## src/rtl/ima_adpcm_dec_pkg.sv

```systemverilog
// Shared IMA ADPCM tables and types. The matching encoder imports this same package,
// so both sides always use the same step and index-adjust tables.
package ima_adpcm_dec_pkg;

  localparam int IDX_MAX = 88;
  localparam logic signed [17:0] PCM_MAX = 18'sd32767;
  localparam logic signed [17:0] PCM_MIN = -18'sd32768;

  typedef enum logic [1:0] {
    ST_IDLE   = 2'd0,
    ST_STEP   = 2'd1,
    ST_UPDATE = 2'd2,
    ST_OUT    = 2'd3
  } state_t;

  // Index adjustment per 3-bit magnitude.
  localparam int ADJ [8] = '{-1, -1, -1, -1, 2, 4, 6, 8};

  localparam int STEP_TABLE [89] = '{
    7, 8, 9, 10, 11, 12, 13, 14, 16, 17,
    19, 21, 23, 25, 28, 31, 34, 37, 41, 45,
    50, 55, 60, 66, 73, 80, 88, 97, 107, 118,
    130, 143, 157, 173, 190, 209, 230, 253, 279, 307,
    337, 371, 408, 449, 494, 544, 598, 658, 724, 796,
    876, 963, 1060, 1166, 1282, 1411, 1552, 1707, 1878, 2066,
    2272, 2499, 2749, 3024, 3327, 3660, 4026, 4428, 4871, 5358,
    5894, 6484, 7132, 7845, 8630, 9493, 10442, 11487, 12635, 13899,
    15289, 16818, 18500, 20350, 22385, 24623, 27086, 29794, 32767
  };

  // Shift-and-add reconstruction of |difference| from step and magnitude bits.
  function automatic logic [16:0] calc_diff(input logic [14:0] step, input logic [2:0] mag);
    logic [16:0] d;
    d = 17'(step >> 3);
    if (mag[2]) d = d + 17'(step);
    if (mag[1]) d = d + 17'(step >> 1);
    if (mag[0]) d = d + 17'(step >> 2);
    return d;
  endfunction

endpackage

```

## src/rtl/ima_adpcm_dec_if.sv

```systemverilog
// Code-in / sample-out handshake bundle for the IMA ADPCM decoder.
// A transfer happens on a clock edge where valid and ready are both high; valid,
// once raised, holds its data stable until that edge, and ready never depends on valid.
interface ima_adpcm_dec_if;
  logic [3:0]  inPCM;
  logic        inValid;
  logic        inReady;
  logic [15:0] outSamp;
  logic        outValid;
  logic        outReady;
  logic [6:0]  outStepIndex;

  modport master (
    output inPCM, inValid, outReady,
    input  inReady, outSamp, outValid, outStepIndex
  );

  modport slave (
    input  inPCM, inValid, outReady,
    output inReady, outSamp, outValid, outStepIndex
  );
endinterface

```

## src/rtl/ima_adpcm_dec_step_rom.sv

```systemverilog
// Registered-output step-size ROM, one cycle from address to data.
module ima_step_rom
  import ima_adpcm_dec_pkg::*;
(
  input  logic        clk,
  input  logic        rst_n,
  input  logic [6:0]  addr,
  output logic [14:0] data
);

  always_ff @(posedge clk or negedge rst_n) begin
    if (!rst_n) begin
      data <= 15'd0;
    end else if (addr <= 7'(IDX_MAX)) begin
      data <= 15'(STEP_TABLE[addr]);
    end else begin
      data <= 15'd0;
    end
  end

endmodule

```

## src/rtl/ima_adpcm_dec.sv

```systemverilog
// Sequential IMA ADPCM decoder: one 4-bit code in, one saturated 16-bit PCM sample out,
// four clocks per sample at full rate.
module ima_adpcm_dec
  import ima_adpcm_dec_pkg::*;
(
  input  logic           clk,
  input  logic           rst_n,
  input  logic           clear,
  ima_adpcm_dec_if.slave bus,
  output state_t         dbg_state
);

  state_t             state, state_nxt;
  logic [3:0]         code;
  logic signed [15:0] pred;
  logic [6:0]         index;
  logic [14:0]        step;

  logic [16:0]        diff;
  logic signed [17:0] sum;
  logic signed [15:0] pred_nxt;
  int                 idx_sum;
  logic [6:0]         index_nxt;

  // The ROM is addressed by the live index; its output is consumed in UPDATE.
  ima_step_rom u_step_rom (
    .clk  (clk),
    .rst_n(rst_n),
    .addr (index),
    .data (step)
  );

  always_ff @(posedge clk or negedge rst_n) begin
    if (!rst_n) state <= ST_IDLE;
    else        state <= state_nxt;
  end

  always_comb begin
    state_nxt = state;
    if (clear) begin
      state_nxt = ST_IDLE;
    end else begin
      case (state)
        ST_IDLE:   if (bus.inValid) state_nxt = ST_STEP;
        ST_STEP:   state_nxt = ST_UPDATE;
        ST_UPDATE: state_nxt = ST_OUT;
        ST_OUT:    if (bus.outReady) state_nxt = ST_IDLE;
        default:   state_nxt = ST_IDLE;
      endcase
    end
  end

  always_comb begin
    diff = calc_diff(step, code[2:0]);
    if (code[3]) sum = $signed({{2{pred[15]}}, pred}) - $signed({1'b0, diff});
    else         sum = $signed({{2{pred[15]}}, pred}) + $signed({1'b0, diff});
    if (sum > PCM_MAX)      pred_nxt = 16'sh7FFF;
    else if (sum < PCM_MIN) pred_nxt = -16'sh8000;
    else                    pred_nxt = sum[15:0];

    idx_sum = int'(index) + ADJ[code[2:0]];
    if (idx_sum < 0)            index_nxt = 7'd0;
    else if (idx_sum > IDX_MAX) index_nxt = 7'(IDX_MAX);
    else                        index_nxt = 7'(idx_sum);
  end

  // pred doubles as the output sample register, so it only moves in UPDATE.
  always_ff @(posedge clk or negedge rst_n) begin
    if (!rst_n) begin
      code  <= 4'd0;
      pred  <= 16'sd0;
      index <= 7'd0;
    end else if (clear) begin
      pred  <= 16'sd0;
      index <= 7'd0;
    end else begin
      if (bus.inValid && bus.inReady) code <= bus.inPCM;
      if (state == ST_UPDATE) begin
        pred  <= pred_nxt;
        index <= index_nxt;
      end
    end
  end

  assign bus.inReady      = (state == ST_IDLE) && !clear;
  assign bus.outValid     = (state == ST_OUT);
  assign bus.outSamp      = pred;
  assign bus.outStepIndex = index;
  assign dbg_state        = state;

endmodule

```

## src/flat_wrapper.sv

```systemverilog
// flat-port wrapper written by rule: the top's interface ports become plain ports
module ima_adpcm_dec_flat import ima_adpcm_dec_pkg::*;
  (clk, rst_n, clear, dbg_state, bus_inPCM, bus_inValid, bus_outReady, bus_inReady, bus_outSamp, bus_outValid, bus_outStepIndex);
  ima_adpcm_dec_if bus_i ();
  input  logic clk;
  input  logic rst_n;
  input  logic clear;
  output state_t dbg_state;
  input wire logic [$bits(bus_i.inPCM)-1:0] bus_inPCM;
  input wire logic [$bits(bus_i.inValid)-1:0] bus_inValid;
  input wire logic [$bits(bus_i.outReady)-1:0] bus_outReady;
  output wire logic [$bits(bus_i.inReady)-1:0] bus_inReady;
  output wire logic [$bits(bus_i.outSamp)-1:0] bus_outSamp;
  output wire logic [$bits(bus_i.outValid)-1:0] bus_outValid;
  output wire logic [$bits(bus_i.outStepIndex)-1:0] bus_outStepIndex;
  assign bus_i.inPCM = bus_inPCM;
  assign bus_i.inValid = bus_inValid;
  assign bus_i.outReady = bus_outReady;
  assign bus_inReady = bus_i.inReady;
  assign bus_outSamp = bus_i.outSamp;
  assign bus_outValid = bus_i.outValid;
  assign bus_outStepIndex = bus_i.outStepIndex;
  ima_adpcm_dec u_core (.clk(clk), .rst_n(rst_n), .clear(clear), .bus(bus_i), .dbg_state(dbg_state));
endmodule
```

## config.mk

```make
export PLATFORM = sky130hd
export DESIGN_NAME = ima_adpcm_dec_flat
export DESIGN_NICKNAME = d
export VERILOG_FILES = /design/src/rtl/ima_adpcm_dec_pkg.sv /design/src/rtl/ima_adpcm_dec_if.sv /design/src/rtl/ima_adpcm_dec_step_rom.sv /design/src/rtl/ima_adpcm_dec.sv /design/src/flat_wrapper.sv
export SDC_FILE = /design/constraint.sdc
export NUM_CORES = 1
export LEC_CHECK = 0
export BUFFER_PORTS_ARGS = -buffer_cell sky130_fd_sc_hd__clkbuf_2
export CAP_MARGIN = 20
export CORE_MARGIN = 2
export CORE_UTILIZATION = 40
export CTS_CLUSTER_DIAMETER = 30
export DETAILED_ROUTE_END_ITERATION = 6
export SYNTH_ARGS = -nofsm -noshare
export SYNTH_HDL_FRONTEND = slang
export SYNTH_SLANG_ARGS = --single-unit
```

## constraint.sdc

```tcl
create_clock -name clk -period 11.4 [get_ports clk]
set_input_delay 1.71 -clock clk [delete_from_list [all_inputs] [get_ports clk]]
set_output_delay 1.71 -clock clk [all_outputs]
set_load 0.1 [all_outputs]
```

After elaboration in Yosys (flattened, before gate mapping)
Memory sizes are Yosys's and may differ from the RTL's. Cells that the tools add are included.

Flip-flop bits (word level): 44. ROM bits: 4352. Input port bits: 9. Output and inout bits: 27. Logic and storage cells: 56. Memories: 2.

Memories: (name not given) (depth 128, bits a word 32, read ports 1, clocked after memory_dff 0, wr ports 0, RTL line ima_adpcm_dec_step_rom.sv:15) `data <= 15'(STEP_TABLE[addr]);`; (name not given) (depth 8, bits a word 32, read ports 1, clocked after memory_dff 0, wr ports 0, RTL line ima_adpcm_dec.sv:61) `idx_sum = int'(index) + ADJ[code[2:0]];`.

Add/sub/neg operators: 6. Magnitude comparators: 7. Equality and inequality tests: 5. Muxes and demuxes: 21. Bitwise operators: 3. Reductions and logical operators: 7.

Operators with widths (number): two-way mux 16 bit (4); two-way mux 32 bit (2); two-way mux 17 bit (3); two-way mux 15 bit (3); adder 8 x 32 -> 32 bit (1); > comparator 32 x 8 -> 1 bit (second input constant) (1); < comparator 32 x 1 -> 1 bit (second input constant) (1); two-way mux 7 bit (4); adder 16 x 18 -> 18 bit (1); > comparator 18 x 16 -> 1 bit (second input constant) (1); < comparator 18 x 16 -> 1 bit (second input constant) (1); two-way mux 18 bit (1); subtractor 16 x 18 -> 18 bit (1); adder 17 x 13 -> 17 bit (1); adder 17 x 14 -> 17 bit (1); adder 12 x 15 -> 16 bit (1); greater-or-equal comparator 8 bit (second input constant) (1); inverter 7 -> 8 bit (1); one-hot mux 2 bit (4 select lines) (1); less-or-equal comparator 7 bit (second input constant) (1); two-way mux 2 bit (3); inequality test 3 bit (second input constant) (2); == test 2 bit (second input constant) (2); greater-or-equal comparator 4 bit (second input constant) (1); 8 further kinds (10).

Depth between registers and ports, before layout
Gate-level depths: netlist of run 1.

Depth after elaboration: 13. Mapped depth: 37. Depth with buffers taken out: 36.

Modules after synthesis
From an unflattened synthesis of run 1, not the netlist that was laid out.

Cells, all modules: 993. Area total of the unflattened synthesis: 7812.5 um2.

By module, submodules not included: ima_adpcm_dec (times used 1, cells an instance 709, area an instance 5654.2 um2, sequential area each 725.7 um2); ima_step_rom (times used 1, cells an instance 284, area an instance 2158.3 um2, sequential area each 375.4 um2).

Least setup slack after synthesis of run 1
No wires, ideal clock.

Kind: register -> register. Start point: register u_core.u_step_rom.data[4]. End point: register u_core.pred[12] (netlist: u_core.bus.outSamp[12]). Library setup time: 87 ps. Data arrival time: 7707 ps. Data required time: 11313 ps. Setup slack: 3606 ps. Stages on the path, launching flop included: 32. Path buffers: 1. Period minus slack after synthesis: 7794 ps. Cell sequence: dfrtp_1 -> ha_1 -> a211oi_1 -> o21ai_0 -> a21boi_0 -> mux2_2 -> o21ai_0 -> ha_1 -> a2111oi_0 -> a22oi_1 -> nand2_1 -> o221ai_1 -> or2_2 -> ha_1 -> and4_1 -> nor3b_1 -> a221o_1 -> a21oi_1 -> o21ai_1 -> or4bb_1 -> a2111oi_4 -> nor2_1 -> xor2_1 -> ha_1 -> or2_2 -> a21oi_1 -> a31oi_1 -> xor2_1 -> a211oi_1 -> clkbuf_2 -> o21ai_1 -> a211oi_2.

Word-level cells in the longest chain between the ends: 13. Elaborated cells between the ends (all ways): 15. Classes of those cells: add/sub (5); order compare (2); mux (8).

Ends and longest elaborated chain: from (decl) (RTL line ima_adpcm_dec_step_rom.sv:8) `output logic [14:0] data`; from (signal assigned) (RTL line ima_adpcm_dec_step_rom.sv:15); adder 12 x 15 -> 16 bit (RTL line ima_adpcm_dec_pkg.sv:35) `if (mag[2]) d = d + 17'(step);`; two-way mux 17 bit (RTL line ima_adpcm_dec_pkg.sv:35); adder 17 x 14 -> 17 bit (RTL line ima_adpcm_dec_pkg.sv:36) `if (mag[1]) d = d + 17'(step >> 1);`; two-way mux 17 bit (RTL line ima_adpcm_dec_pkg.sv:36); adder 17 x 13 -> 17 bit (RTL line ima_adpcm_dec_pkg.sv:37) `if (mag[0]) d = d + 17'(step >> 2);`; two-way mux 17 bit * (RTL line ima_adpcm_dec_pkg.sv:37); adder 16 x 18 -> 18 bit or subtractor 16 x 18 -> 18 bit (tied branches) (RTL line ima_adpcm_dec.sv:56, ima_adpcm_dec.sv:55); two-way mux 18 bit * (RTL line ima_adpcm_dec.sv:55) `if (code[3]) sum = $signed({{2{pred[15]}}, pred}) - $signed({1'b0, diff});`; < comparator 18 x 16 -> 1 bit (RTL line ima_adpcm_dec.sv:58) `else if (sum < PCM_MIN) pred_nxt = -16'sh8000;`; two-way mux 16 bit (RTL line ima_adpcm_dec.sv:58); two-way mux 16 bit * (RTL line ima_adpcm_dec.sv:57) `if (sum > PCM_MAX) pred_nxt = 16'sh7FFF;`; two-way mux 16 bit * (RTL line ima_adpcm_dec.sv:78) `if (state == ST_UPDATE) begin`; two-way mux 16 bit * (RTL line ima_adpcm_dec.sv:73) `end else if (clear) begin`; to (signal assigned) (RTL line ima_adpcm_dec.sv:79) `pred <= pred_nxt;`; to (decl) (RTL line ima_adpcm_dec.sv:15) `logic signed [15:0] pred;`.

Every way passes the cells marked *; elsewhere a longest branch is shown, timed or not. The select of a mux whose other input is x is not followed. A chain may end at the register's enable or synchronous reset.

Final worst setup path of run 1
Start point: register u_core.u_step_rom.data[4]. End point: register u_core.pred[6] (netlist: u_core.bus.outSamp[6]).

The elaborated chain is that of the path after synthesis.

==> results of run 1 <==
-- worst max-delay path, delay by kind of cell, from the launching register on --
kind,cells,cell delay (ns)
AO/OA/AOI/OAI,17,4.44
XOR/XNOR,2,0.49
adder cells (fa/ha/maj),4,1.34
flip-flops,1,0.45
multiplexers,1,0.37
AND/OR/NAND/NOR,7,1.83
-- cell families (layout without fill, tap and decap cells) --
group                    after synthesis  in the layout  synth area share
flip-flops                            44             44             0.143
adder cells (fa/ha/maj)              100            100             0.168
XOR/XNOR                              57             57            0.0650
AO/OA/AOI/OAI                        368            368             0.322
AND/OR/NAND/NOR                      331            331             0.212
buffers and inverters                103            111            0.0525
multiplexers                          26             26            0.0375
-- routing by layer --
metal / share of wire / track usage / vias up
li1: - / - / 3848
met1: 0.48 / 0.295 / 3648
met2: 0.46 / 0.356 / 190
met3: 0.042 / 0.0242 / 40
met4: 0.023 / 0.0688 / 0
met5: 0 / 0 / -
-- cell usage in the layout (no fill, tap or decap), types with 21 or more instances in the layout --
master	synthesis	layout
dfrtp_1	44	43
o21ai_0	71	71
ha_1	95	95
a21oi_1	91	91
a31oi_1	21	21
xnor2_1	32	32
nand2_1	101	101
a21o_1	21	21
inv_1	53	53
xor2_1	25	25
nor2_1	85	85
clkbuf_2	1	35
-- cell type report --
type,instances,share of cell area
multi-input combinational,882,0.751
timing repair buffer,48,0.0332
tap,234,0.0356
inverter,55,0.0251
clock inverter,3,0.00563
clock buffer,5,0.0152
sequential,44,0.134
-- metrics by stage --
| step | utilization | setup WS, ns | area, um2 |
|---|---|---|---|
| after CTS | 0.438 | 2.44 | 8220 |
| after floorplan | - | 3.61 | 7680 |
| after global routing | 0.438 | 1.51 | 8220 |
| after detailed placement | 0.429 | 2.47 | 8050 |
| final | 0.438 | 2.31 | 8220 |
| after global placement | 0.429 | 2.69 | 8050 |
-- registers in the layout, summed over array words and instances, names as in the netlist --
signal	flops
u_core.u_step_rom.data	15
u_core.code	4
u_core.dbg_state	2
u_core.bus.outSamp	16
u_core.bus.outStepIndex	7
-- path summary, 6_finish.rpt --
path	from	endpoint	slack [ns]	cells after the start
max	u_core.u_step_rom.data[4]$_DFF_PN0_	u_core.bus.outSamp[6]$_DFFE_PN0P_	2.31	31
max in group asynchronous	rst_n	u_core.bus.outStepIndex[2]$_DFFE_PN0P_	9.49	2
min reg2reg	u_core.bus.outSamp[3]$_DFFE_PN0P_	u_core.bus.outSamp[3]$_DFFE_PN0P_	0.59	2
max reg2reg	u_core.u_step_rom.data[4]$_DFF_PN0_	u_core.bus.outSamp[6]$_DFFE_PN0P_	2.31	31
min	u_core.bus.outSamp[3]$_DFFE_PN0P_	u_core.bus.outSamp[3]$_DFFE_PN0P_	0.59	2
min in group asynchronous	rst_n	u_core.bus.outSamp[13]$_DFFE_PN0P_	1.47	2
==> impl_metrics.tcl, run 1 <==
set metrics [dict create \
    synth_fp_nets 1138 \
    place_congestion 0.931 \
    core-area_um2 18800 \
    wl_per_cell_um 17.1 \
    synthTopCellsByArea "ha_1, dfrtp_1, a21oi_1, nand2_1, o21ai_0" \
    cp-end-kind "register" \
    hold_class "reg2reg" \
    syn_area_per_cell_um2 7.46 \
    max_freq_mhz 110 \
    grt_pass1_wl_mm 36.1 \
    nFillCells 1973 \
    row_count 50 \
    tns_ns 0 \
    clk_latency_ns 0.30 \
    worstPathArrival_ns 9.23 \
    cts_tree "yes" \
    rsz0062_at_grt "false" \
    critPathMaxFanout 13 \
    final_cells 1271 \
    cts_hold_buf 0 \
    drv_cap 0 \
    worst_pin_slew_ns 1.02 \
    slew_violations 0 \
    drcViolationCount 0 \
    cp_common_cell "ha_1" \
    vias 7726 \
    fin_crit_ns 9.09 \
    fin_skew_ns 0.0120 \
    die_y_um 143 \
    synth-seq-cells 44 \
    critPathLaunchType "register" \
    synth-async-reset-ratio 1.00 \
    grt_use_total 0.216 \
    drt_pass1_iterations 5 \
    ant_nets 0 \
    cts_resized 0 \
    timing_hold_violations_final 0 \
    fin_crit_sh 0.797 \
    dp_cells 1263 \
    antenna_cells 0 \
    cts-buffers-inserted 5 \
    ios 36 \
    cts.sinks 44 \
    synth_top_area_frac 0.155 \
    chipWidth_um 143 \
    yosysWarningCount 0 \
    htreeDepth 2 \
    drive_gt1_frac 0.0993 \
    die_area_um2 20300 \
    overflow 0 \
    vias_per_cell 6.08 \
    synth-seq-area-share 0.143 \
    whs_ns 0.592 \
    ys_types 80 \
    grt_pass1_vias 7268 \
    multi_input_area_um2 6170 \
    status "finished clean" \
    root_buffer "clkbuf_16" \
    clockBufferDepth 2 \
    nets 1145 \
    clkTransAtPathRegs_ns 0.07 \
    seqCellArea_um2 1100 \
    syn_area_um2 7680 \
    max_stage_delay_ns 0.74 \
    slowest_stage "a21boi_2" \
    synthFlopType "dfrtp_1" \
    area_growth_pct 7.06 \
    slew-limit-headroom 0.314 \
    antenna_found_initial 0 \
    postCtsSetupRepairBufs 0 \
    setup_violations 0 \
    synth_area_leader_cell "ha_1" \
    critPathKind "reg2reg" \
    dp_hpwl_mm 16.4 \
    synthCells 1029 \
    synth_most_common_cell "nand2_1" \
    routed_wl_mm 21.8 \
    grt_start_max_net_pins 67 \
    drt_iter0_drc 433 \
    io_buffer_count 35 \
    start_util 0.409 \
    required_ns 11.54 \
    synth_commonest_cells "nand2_1, ha_1, a21oi_1, nor2_1, o21ai_0" \
    synth_edf_count 0 \
]
Power of run 1 is left out: the tool's default activity adds up to more than one toggle a clock period on the data nets, which glitch-free logic cannot reach.
==> run 2, diff against run 1 <==
==> constraint.sdc (replaced) <==
create_clock -name clk -period 8.6 [get_ports clk]
set_input_delay 1.29 -clock clk [delete_from_list [all_inputs] [get_ports clk]]
set_output_delay 1.29 -clock clk [all_outputs]
set_load 0.1 [all_outputs]
==> impl_metrics.tcl, run 2 (synthesis results as in run 1) <==
set metrics [dict create \
    vias_per_cell 6.07 \
    slowest_stage "or4b_4" \
    setup_violations 0 \
    drt_pass1_iterations 7 \
    min_delay_worst_endpoint "u_core.bus.outSamp[3]$_DFFE_PN0P_" \
    ant_nets 0 \
    root_buffer "clkbuf_16" \
    reg2reg_depth 33 \
    grt_pass1_vias 7287 \
    io_buffer_count 35 \
    place_congestion 0.949 \
    start_util 0.409 \
    fin_crit_ns 8.14 \
    antenna_cells 0 \
    wl_per_cell_um 17.3 \
    critPathKind "reg2reg" \
    r2r-start "u_core.u_step_rom.data[3]$_DFF_PN0_" \
    area_growth_pct 9.67 \
    cts_tree "yes" \
    layout_commonest_cell "nand2_1" \
    htreeDepth 2 \
    grt_start_max_net_pins 67 \
    grt_pass1_wl_mm 36.4 \
    dp_slack_ns -0.0378 \
    slew_violations 0 \
    vias 7781 \
    fin_crit_sh 0.946 \
    drive_gt1_frac 0.123 \
    slew-limit-headroom 0.300 \
    cp-end-kind "register" \
    antenna_found_initial 0 \
    hold_class "reg2reg" \
    startpoint "u_core.u_step_rom.data[3]$_DFF_PN0_" \
    clockBufferDepth 2 \
    max_freq_mhz 123 \
    status "finished clean" \
    overflow 0 \
    r2r-end "u_core.bus.outSamp[0]$_DFFE_PN0P_" \
    dp_hpwl_mm 16.7 \
    multi_input_area_um2 6280 \
    critPathMaxFanout 6 \
    routed_wl_mm 22.2 \
    cp_common_cell "o21a_1" \
    largest_register_ff_count 16 \
    seqCellArea_um2 1100 \
    grt_use_total 0.219 \
    layout_common_cells "nand2_1, ha_1, a21oi_1, nor2_1, o21ai_0" \
    worst_pin_slew_ns 1.04 \
    tns_ns 0 \
    holdCritStartpoint "u_core.bus.outSamp[3]$_DFFE_PN0P_" \
    drt_iter0_drc 486 \
    fin_skew_ns 0.00745 \
    r2r_slack_ns 0.46 \
    chipWidth_um 143 \
    row_count 50 \
    holdPathStages 2 \
    nets 1155 \
    timing_hold_violations_final 0 \
    core-area_um2 18800 \
    max_stage_delay_ns 0.57 \
    nFillCells 1949 \
    cts.sinks 44 \
    die_area_um2 20300 \
    die_y_um 143 \
    clkTransAtPathRegs_ns 0.07 \
    required_ns 8.76 \
    drv_cap 0 \
    cts-buffers-inserted 5 \
    clk_latency_ns 0.30 \
    ios 36 \
    drcViolationCount 0 \
    setup_ws_ns 0.464 \
    critPathLaunchType "register" \
    worstPathArrival_ns 8.30 \
]
## run 2: cell types whose count changed in the layout (fill, tap and decap cells not counted), moves of 3 or more
| cell | previous run | this run |
|---|---|---|
| o21ai_1 | 11 | 14 |
| a21oi_1 | 91 | 88 |
| o21ai_0 | 71 | 67 |
| buf_4 | 13 | 22 |
| a21oi_2 | 0 | 3 |
## run 2: worst max-delay path by stage
stage / endpoint / slack, ns / depth (start not counted)
final: u_core.bus.outSamp[0]$_DFFE_PN0P_ / 0.46 / 33
after global routing: u_core.bus.outSamp[3]$_DFFE_PN0P_ / -0.06 / 35
after CTS: u_core.bus.outSamp[0]$_DFFE_PN0P_ / 0.17 / 32
after detailed placement: u_core.bus.outSamp[14]$_DFFE_PN0P_ / -0.04 / 31
after global placement: u_core.bus.outSamp[14]$_DFFE_PN0P_ / 0.19 / 31
after floorplan: u_core.bus.outSamp[12]$_DFFE_PN0P_ / 0.81 / 31
## run 2: metal layers
layer	global-route usage	up-vias	wire (um)
li1	-	3856	-
met1	0.302	3682	10600
met2	0.358	203	10200
met3	0.0219	40	911
met4	0.0724	0	535
met5	0	-	0
## run 2: layout make-up
type,instances,share of cell area
Inverter,55,0.0245
Clock buffer,6,0.0165
Sequential cell,44,0.131
Multi-Input combinational cell,882,0.746
Tap cell,234,0.0348
Timing Repair Buffer,58,0.0428
Clock inverter,2,0.00461
## run 2: what timing repair did
| item | in CTS | in global routing |
|---|---|---|
| endpoints found under the setup margin | 13 | 15 |
| hold buffers | 0 | 0 |
| buffers inserted | 0 | 3 |
| resized for setup | 1 | 26 |
| pin swaps | 0 | 3 |
| hold endpoints to repair | 0 | 0 |
## run 2: metrics by stage
stage | cells | utilization | hold slack [ns] | instance area, um2
after floorplan | 1029 | - | 0.938 | 7680
after global placement | 1270 | 0.432 | 0.578 | 8100
after detailed placement | 1270 | 0.432 | 0.589 | 8100
after CTS | 1278 | 0.441 | 0.599 | 8280
after global routing | 1281 | 0.449 | 0.612 | 8420
final | 1281 | 0.449 | 0.599 | 8420
## run 2: critical path, delay by kind of cell (launching register included)
| kind | cells | cell delay (ns) |
|---|---|---|
| buf+inv | 3 | 0.31 |
| simple gates | 7 | 2.09 |
| fa+ha+maj | 5 | 1.75 |
| xor+xnor | 2 | 0.39 |
| flops | 1 | 0.41 |
| compound gates | 16 | 3.04 |
Power of run 2 is left out for the same reason.
==> run 3, diff against run 2 <==
--- a/config.mk
+++ b/config.mk
@@ -10,7 +10,9 @@
 export CORE_MARGIN = 2
 export CORE_UTILIZATION = 40
 export CTS_CLUSTER_DIAMETER = 30
+export CTS_CLUSTER_SIZE = 8
 export DETAILED_ROUTE_END_ITERATION = 6
 export SYNTH_ARGS = -nofsm -noshare
 export SYNTH_HDL_FRONTEND = slang
+export SYNTH_HIERARCHICAL = 1
 export SYNTH_SLANG_ARGS = --single-unit
==> impl_metrics.tcl, run 3 <==
set metrics [dict create \
    synth-seq-cells 44 \
    place_congestion 0.906 \
    drcViolationCount 0 \
    dp_hpwl_mm 16.0 \
    grt_pass1_wl_mm 35.4 \
    cp_common_cell "ha_1" \
    clkTransAtPathRegs_ns 0.07 \
    start_util 0.404 \
    power_density_nw_per_um2 407 \
    chipWidth_um 144 \
    critPathMaxFanout 10 \
    worst_pin_slew_ns 1.01 \
    routed_wl_mm 21.7 \
    layout_common_cells "ha_1, nor2_1, nand2_1, a21oi_1, o21ai_0" \
    synth_top_area_frac 0.152 \
    cts_hold_buf 0 \
    fin_crit_ns 8.05 \
    synth_commonest_cells "ha_1, nor2_1, nand2_1, a21oi_1, o21ai_0" \
    met1Wirelength_mm 10.4 \
    root_buffer "clkbuf_16" \
    vias_per_cell 5.94 \
    nets 1109 \
    required_ns 8.79 \
    critPathKind "reg2reg" \
    clockBufferDepth 2 \
    grt_start_max_net_pins 72 \
    synth-async-reset-ratio 1.00 \
    p_leak_nw 3.68 \
    overflow 0 \
    ios 36 \
    synthCells 993 \
    rsz0062_at_grt "false" \
    synth-seq-area-share 0.141 \
    area_growth_pct 6.37 \
    synth_fp_nets 1102 \
    die_area_um2 20700 \
    cts-buffers-inserted 5 \
    vias 7519 \
    ant_nets 0 \
    slew-limit-headroom 0.324 \
    yosysWarningCount 6 \
    dp_cells 1255 \
    slew_violations 0 \
    clk_latency_ns 0.30 \
    cp-end-kind "register" \
    setup_ws_ns 0.550 \
    die_y_um 144 \
    whs_ns 0.534 \
    max_freq_mhz 124 \
    wl_met3_um 982 \
    fin_crit_sh 0.936 \
    core-area_um2 19300 \
    antenna_found_initial 0 \
    largest_register_ff_count 16 \
    topRoutingLayerUsed "met4" \
    tns_ns 0 \
    status "finished clean" \
    fin_util 0.430 \
    grt_use_total 0.210 \
    synth_edf_count 0 \
    synth_area_leader_cell "ha_1" \
    synthTopCellsByArea "ha_1, dfrtp_1, a21oi_1, xnor2_1, o21ai_0" \
    critPathLaunchType "register" \
    slowest_stage "dfrtp_1" \
    layout_commonest_cell "ha_1" \
    synth_most_common_cell "ha_1" \
    worstPathArrival_ns 8.24 \
    syn_area_per_cell_um2 7.87 \
    nFillCells 2006 \
    drt_pass1_iterations 5 \
    final_cells 1266 \
    drive_gt1_frac 0.125 \
    fin_skew_ns 0.0132 \
    synthFlopType "dfrtp_1" \
    ys_types 99 \
    cts.sinks 44 \
    drv_cap 0 \
    setup_violations 0 \
    syn_area_um2 7810 \
    row_count 51 \
    timing_hold_violations_final 0 \
    hold_class "reg2reg" \
    grt_pass1_vias 6935 \
    drt_iter0_drc 459 \
    wl_per_cell_um 17.1 \
    wl_met2_mm 9.71 \
    dp_slack_ns 0.297 \
    io_buffer_count 35 \
    htreeDepth 2 \
    max-vdd-ir-drop_mv 0.209 \
    antenna_cells 0 \
    max_stage_delay_ns 0.45 \
    cts_tree "yes" \
]
-- run 3: changes by cell type after synthesis, sizes merged, moves of 7 or more --
cell    previous run  this run
buf               13        35
a211oi            30        21
xnor2             32        41
a21oi             91        73
nand2            101        87
o21ai             82        75
nand2b            16        23
a221o              2        11
clkbuf            35        13
-- run 3: worst max-delay path: cells and delay by family (launching register included) --
family	cells	cell delay, ns
fa+ha+maj	5	1.69
mux	1	0.36
buf+inv	1	0.07
simple gates	7	1.49
xor+xnor	2	0.50
compound gates	16	3.36
flops	1	0.45
-- run 3: layer usage --
metal  GRT usage  vias up
met3      0.0203       55
met5           0        -
met1       0.302     3502
met4      0.0697        0
met2       0.329      234
li1            -     3728
-- run 3: path summary, 6_finish.rpt --
| path | from | to | slack, ns | cells past startpoint |
|---|---|---|---|---|
| max in group asynchronous | rst_n | u_core/bus.outStepIndex[2]$_DFFE_PN0P_ | 7.10 | 2 |
| min | u_core/bus.outSamp[0]$_DFFE_PN0P_ | u_core/bus.outSamp[0]$_DFFE_PN0P_ | 0.53 | 2 |
| min in group asynchronous | rst_n | u_core/bus.outSamp[12]$_DFFE_PN0P_ | 1.05 | 2 |
| max reg2reg | u_core/u_step_rom/data[3]$_DFF_PN0_ | u_core/bus.outSamp[8]$_DFFE_PN0P_ | 0.55 | 32 |
| max | u_core/u_step_rom/data[3]$_DFF_PN0_ | u_core/bus.outSamp[8]$_DFFE_PN0P_ | 0.55 | 32 |
| min reg2reg | u_core/bus.outSamp[0]$_DFFE_PN0P_ | u_core/bus.outSamp[0]$_DFFE_PN0P_ | 0.53 | 2 |
-- run 3: report_power, final --
group / internal (W) / switching [W] / total, W / leakage [nW]
sequential: 0.000262 / 0.000109 / 0.000371 / 0.581
clock: 0.000138 / 0.0000914 / 0.000230 / 0.0804
combinational: 0.00107 / 0.00171 / 0.00278 / 3.02
-- run 3: what timing repair did --
action,CTS,global route
gates resized for setup,0,8
setup buffers,0,2
endpoints found under the setup margin,0,16
-- run 3: layout make-up --
| class | count | area, um2 | area share |
|---|---|---|---|
| clock inverters | 3 | 46.3 | 0.00557 |
| clock buffers | 5 | 125 | 0.0151 |
| flip-flops and latches | 44 | 1100 | 0.133 |
| well taps | 265 | 332 | 0.0399 |
| inverters | 54 | 205 | 0.0247 |
| repair buffers | 48 | 277 | 0.0333 |
| multi-input cells | 847 | 6220 | 0.749 |
-- run 3: metrics by stage --
step                      power [W]  instance area [um2]
after floorplan             0.00260                 7810
after global placement      0.00309                 8080
after detailed placement    0.00310                 8080
after CTS                   0.00335                 8250
after global routing        0.00371                 8310
final                       0.00338                 8310
-- run 3: logic make-up (layout without fill, tap and decap cells) --
family,Yosys count,in the layout,synth area share
AO/OA/AOI/OAI,361,361,0.332
AND/OR/NAND/NOR,300,300,0.189
buffers and inverters,102,110,0.0665
adder cells (fa/ha/maj),100,100,0.165
XOR/XNOR,61,61,0.0703
flip-flops,44,44,0.141
multiplexers,25,25,0.0368
(Power assumes the default switching activity.)
